## src/rtl/pipeline_pkg.sv

```systemverilog
// Shared pipeline types: register width default, hazard FSM states,
// and hazard-cause codes also used by the forwarding debug path.
package pipeline_pkg;

  localparam int DEF_REG_ADDR_W = 5;

  typedef enum logic {
    RUN,
    BR_STALL2
  } hz_state_t;

  typedef enum logic [2:0] {
    HZ_NONE,
    HZ_LOAD_USE,
    HZ_BR_ALU,
    HZ_BR_LOAD,
    HZ_BR_LOAD_MEM,
    HZ_BR_HOLD
  } hz_cause_t;

endpackage

```

## src/rtl/hazard_stall_counter.sv

```systemverilog
// Saturating stall-cycle counter; only present when
// HAZARD_STALL_CNT_EN is defined.
`ifdef HAZARD_STALL_CNT_EN
module hazard_stall_counter #(
  parameter int CNT_W = 32
) (
  input  logic             clk,
  input  logic             rst_n,
  input  logic             inc,
  output logic [CNT_W-1:0] count
);

  always_ff @(posedge clk or negedge rst_n) begin
    if (!rst_n) begin
      count <= '0;
    end else if (inc && (count != '1)) begin
      count <= count + CNT_W'(1);
    end
  end

endmodule
`endif

```

## src/rtl/hazard_detection_unit.sv

```systemverilog
// ID-stage stall/flush controller for load-use and branch hazards.
// Optional stall counter built when HAZARD_STALL_CNT_EN is defined.
module hazard_detection_unit
  import pipeline_pkg::*;
#(
  parameter int REG_ADDR_W = DEF_REG_ADDR_W,
  parameter int CNT_W      = 32
) (
  input  logic                  clk,
  input  logic                  rst_n,
  input  logic [REG_ADDR_W-1:0] IF_ID_Rs,
  input  logic [REG_ADDR_W-1:0] IF_ID_Rt,
  input  logic                  IF_ID_UsesRt,
  input  logic                  IF_ID_Branch,
  input  logic                  branch_taken,
  input  logic [REG_ADDR_W-1:0] ID_EXE_Rd,
  input  logic                  ID_EXE_RegWrite,
  input  logic                  ID_EXE_MemRead,
  input  logic [REG_ADDR_W-1:0] EXE_MEM_Rd,
  input  logic                  EXE_MEM_MemRead,
  input  logic                  ext_stall,
  output logic                  PC_Write,
  output logic                  IF_ID_Write,
  output logic                  ID_EXE_Bubble,
  output logic                  IF_ID_Flush,
  output logic [CNT_W-1:0]      stall_count
);

  hz_state_t state, state_n;
  hz_cause_t cause;

  logic m_exe, m_mem;
  logic lu, br_alu, br_ld, br_mem;
  logic stall;

  assign m_exe = (ID_EXE_Rd != '0) &&
                 ((ID_EXE_Rd == IF_ID_Rs) ||
                  (IF_ID_UsesRt && (ID_EXE_Rd == IF_ID_Rt)));
  assign m_mem = (EXE_MEM_Rd != '0) &&
                 ((EXE_MEM_Rd == IF_ID_Rs) ||
                  (IF_ID_UsesRt && (EXE_MEM_Rd == IF_ID_Rt)));

  assign lu     = ID_EXE_MemRead && m_exe;
  assign br_alu = IF_ID_Branch && ID_EXE_RegWrite &&
                  !ID_EXE_MemRead && m_exe;
  assign br_ld  = IF_ID_Branch && ID_EXE_MemRead && m_exe;
  assign br_mem = IF_ID_Branch && EXE_MEM_MemRead && m_mem;

  // Branch-load wins so the FSM gets its second stall cycle.
  always_comb begin
    cause = HZ_NONE;
    if (state == BR_STALL2)  cause = HZ_BR_HOLD;
    else if (br_ld)          cause = HZ_BR_LOAD;
    else if (br_mem)         cause = HZ_BR_LOAD_MEM;
    else if (br_alu)         cause = HZ_BR_ALU;
    else if (lu)             cause = HZ_LOAD_USE;
  end

  assign stall = (cause != HZ_NONE);

  always_ff @(posedge clk or negedge rst_n) begin
    if (!rst_n) state <= RUN;
    else        state <= state_n;
  end

  always_comb begin
    state_n = state;
    if (!ext_stall) begin
      unique case (state)
        RUN: begin
          if (cause == HZ_BR_LOAD) state_n = BR_STALL2;
        end
        BR_STALL2: state_n = RUN;
        default:   state_n = RUN;
      endcase
    end
  end

  always_comb begin
    PC_Write      = 1'b1;
    IF_ID_Write   = 1'b1;
    ID_EXE_Bubble = 1'b0;
    IF_ID_Flush   = 1'b0;
    if (!rst_n) begin
      PC_Write      = 1'b0;
      IF_ID_Write   = 1'b0;
      ID_EXE_Bubble = 1'b1;
    end else if (ext_stall) begin
      PC_Write      = 1'b0;
      IF_ID_Write   = 1'b0;
    end else begin
      PC_Write      = !stall;
      IF_ID_Write   = !stall;
      ID_EXE_Bubble = stall;
      IF_ID_Flush   = IF_ID_Branch && branch_taken && !stall;
    end
  end

`ifdef HAZARD_STALL_CNT_EN
  hazard_stall_counter #(
    .CNT_W (CNT_W)
  ) u_cnt (
    .clk   (clk),
    .rst_n (rst_n),
    .inc   (stall && !ext_stall),
    .count (stall_count)
  );
`else
  assign stall_count = '0;
`endif

endmodule

```

## config.mk

```make
export PLATFORM = sky130hd
export DESIGN_NAME = hazard_detection_unit
export DESIGN_NICKNAME = d
export VERILOG_FILES = /design/src/rtl/pipeline_pkg.sv /design/src/rtl/hazard_stall_counter.sv /design/src/rtl/hazard_detection_unit.sv
export SDC_FILE = /design/constraint.sdc
export NUM_CORES = 1
export LEC_CHECK = 0
export CORE_UTILIZATION = 30
export CTS_BUF_LIST = sky130_fd_sc_hd__clkbuf_2 sky130_fd_sc_hd__clkbuf_4 sky130_fd_sc_hd__clkbuf_8
export CTS_CLUSTER_DIAMETER = 40
export CTS_CLUSTER_SIZE = 14
export DETAILED_ROUTE_END_ITERATION = 7
export GPL_ROUTABILITY_DRIVEN = 0
export HOLD_SLACK_MARGIN = 0.05
export PLACE_DENSITY = 0.9
export SYNTH_ARGS = -nofsm -noshare
export SYNTH_HDL_FRONTEND = slang
export SYNTH_SLANG_ARGS = --single-unit
```

## constraint.sdc

```tcl
create_clock -name clk -period 1.8 [get_ports clk]
set_clock_uncertainty 0.1 [all_clocks]
set_input_delay 0.18 -clock clk [delete_from_list [all_inputs] [get_ports clk]]
set_output_delay 0.18 -clock clk [all_outputs]
set_load 0.01 [all_outputs]
```

==> impl_metrics.toml <==
[run_status]
status = "finished, final reports clean"

[global_route]
grt_pass1_vias = 613
grt_pass1_wl_um = 2394
antenna_found_initial = 0
grt_max_degree = 4
grt_usage_pct = 14.25
overflow = 0

[worst_setup_path]
path_common_cell = "buf_6"
worst-r2r-setup-slack_ns = 0.61
required_ns = 1.52
critPathArrivalTime_ns = 1.50
critPathCaptureType = "output port"
slowest_stage = "or4_4"
path_buf_inv = 2
r2r_end = "state"
cp_top_family = "simple AND/OR/NAND/NOR gates"
r2r_cells = 3
crit_chain = "buf_6 > or4_4 > o21ai_2 > nor2_1 > a32oi_2 > and3_4 > buf_6"
crit_path_start_kind = "input pin"
critPathMaxStageDelay_ns = 0.52
rr_startpoint = "state"
path_class = "in -> out"
path_max_fanout = 2

[yosys]
synth_compound_area_share_pct = 10.72
yosysSeqAreaShare_pct = 3.899
yosys.area.top_type = "buf_4"
synth.top_cell.area_share_pct = 38.60
synth_cell_types = 24
synth_fa_ha_area_share_pct = 0
syn-cell-area_um2 = 641.9
synthSimpleGateAreaFrac_pct = 18.32
synth.mux.area_fraction_pct = 0
synth-xor-area-share_pct = 27.29
yosysWarnings = 0
syn_area_per_cell_um2 = 7.551
syn_inst = 85
yosys-top-cells-area = "buf_4, xnor2_1, dfrtp_1"
synth_top_family_by_area = "buffers and inverters"
yosys_register_bits = 1

[place]
port_buffers = 32
hpwlAfterDp_um = 1418
place_ws_ns = -0.7616

[floorplanning]
core_area_um2 = 1982
die_w_um = 48.26
initial_core_util_pct = 32.39
rows = 16
die_y_um = 48.26
dieArea_um2 = 2329
num_io_pins = 65

[power]
intPower_uw = 153.5
seq_power_share_pct = 8.7
power_density_nw_per_um2 = 249.2
p_leak_uw = 0.0005141
pwr-share-clk_pct = 0
p_comb_share_pct = 91.3
switching_power_uw = 117.5
irDropWorstVdd_uv = 130.9
swShare_pct = 43.35

[clock_network]
holdBufCountCts = 0
path_clk_slew_ns = 0
insertion_delay_ns = 0

[finish]
nNetsFinal = 166
top_register = "state"
antenna_cells = 0
final_util_pct = 54.86
final_common_cell = "conb_1"
area_growth_pct = 69.40
largest_reg_flops = 1
final_cell_mix = "conb_1, buf_4, xnor2_1"
drive_above_1_share_pct = 40.74
largest_registers = "state x1"

[route]
drt_iter0_markers = 13
drtPass1Iterations = 4
drc = 0
ant_nets = 0
wl_per_cell_um = 10.54
vias = 666
wl_um = 1708
vias_per_cell = 4.111

[timing]
setup_viol = 0
layout_setup_ws_ns = 0.01730
fmax_mhz = 560.9
fin_setup_tns_ns = 0
slew_violations = 0
rsz0062_at_grt = "yes"
hold_viol = 0
timing.final.crit_share_pct = 99.04
period_minus_slack_ns = 1.783

[flow_run]
cap_violations = 0

[worst_hold_path]
min_path_type = "in -> async"
## worst max-delay path by stage
stage / start / to / cells after the start / slack, ns
floorplan: EXE_MEM_Rd[0] / PC_Write / 6 / 0.11
global placement: IF_ID_Rs[1] / ID_EXE_Bubble / 7 / -0.74
detailed placement: EXE_MEM_Rd[0] / IF_ID_Write / 7 / -0.76
CTS: EXE_MEM_Rd[0] / IF_ID_Write / 7 / -0.01
global route: IF_ID_Rt[0] / PC_Write / 8 / -0.03
finish: EXE_MEM_Rd[0] / IF_ID_Write / 7 / 0.02
## power groups by stage
stage          combinational (uW)  clock, uW  sequential (uW)
6_report                      247          0             23.5
3_5_place_dp                  226          0             23.4
5_1_grt                       270          0             23.5
3_3_place_gp                  220          0             23.4
2_1_floorplan                 149          0             23.5
4_1_cts                       231          0             23.4
## synth_stat cells
cell / instances
nor3_1: 1
inv_1: 1
nor2_1: 2
o22ai_1: 1
dfrtp_1: 1
nor2b_1: 2
nand3_1: 4
conb_1: 1
o21ai_1: 1
xnor2_1: 18
and2_1: 1
and3_1: 1
or4_1: 1
nand2_1: 5
o211ai_1: 1
a32oi_2: 1
o32ai_2: 1
a32oi_1: 1
or3_1: 1
nand4_1: 2
o21ai_2: 1
buf_4: 33
xor2_1: 2
nor3b_1: 2
## cells by family after synthesis
logic type / after synthesis
AO/OA/AOI/OAI: 7
XOR/XNOR: 20
buffers and inverters: 34
flip-flops: 1
other: 1
AND/OR/NAND/NOR: 22
## routing by layer
metal / share of wire [%] / track usage (%) / vias to the layer above
met4: 2.6 / 5.000 / 0
met2: 58 / 29.33 / 43
met3: 5.6 / 0.3704 / 4
met1: 34 / 14.98 / 299
met5: 0 / 0 / -
li1: - / - / 320
## metrics by stage
step           instances  hold WS (ns)  cell area, um2  power [uW]
2_1_floorplan        116       -0.2156           758.2       172.1
3_3_place_gp         161        0.3586            1007       243.4
3_5_place_dp         161        0.3745            1007       249.0
4_1_cts              162        0.3842            1056       254.8
5_1_grt              162        0.4046            1087       293.0
6_report             162        0.3838            1087       271.0
## area by class of cell
type / count / area [um2]
fillers: 161 / 894.6
multi-input cells: 81 / 598.1
inverters: 1 / 3.754
well taps: 27 / 33.78
repair buffers: 52 / 426.7
flip-flops and latches: 1 / 25.02
## repair_timing
action                     in CTS  in global routing
setup endpoints to repair       5                  5
buffers inserted                1                  0
resized for setup              68                 28
pin swaps                      15                 14
(Power assumes the default switching activity.)
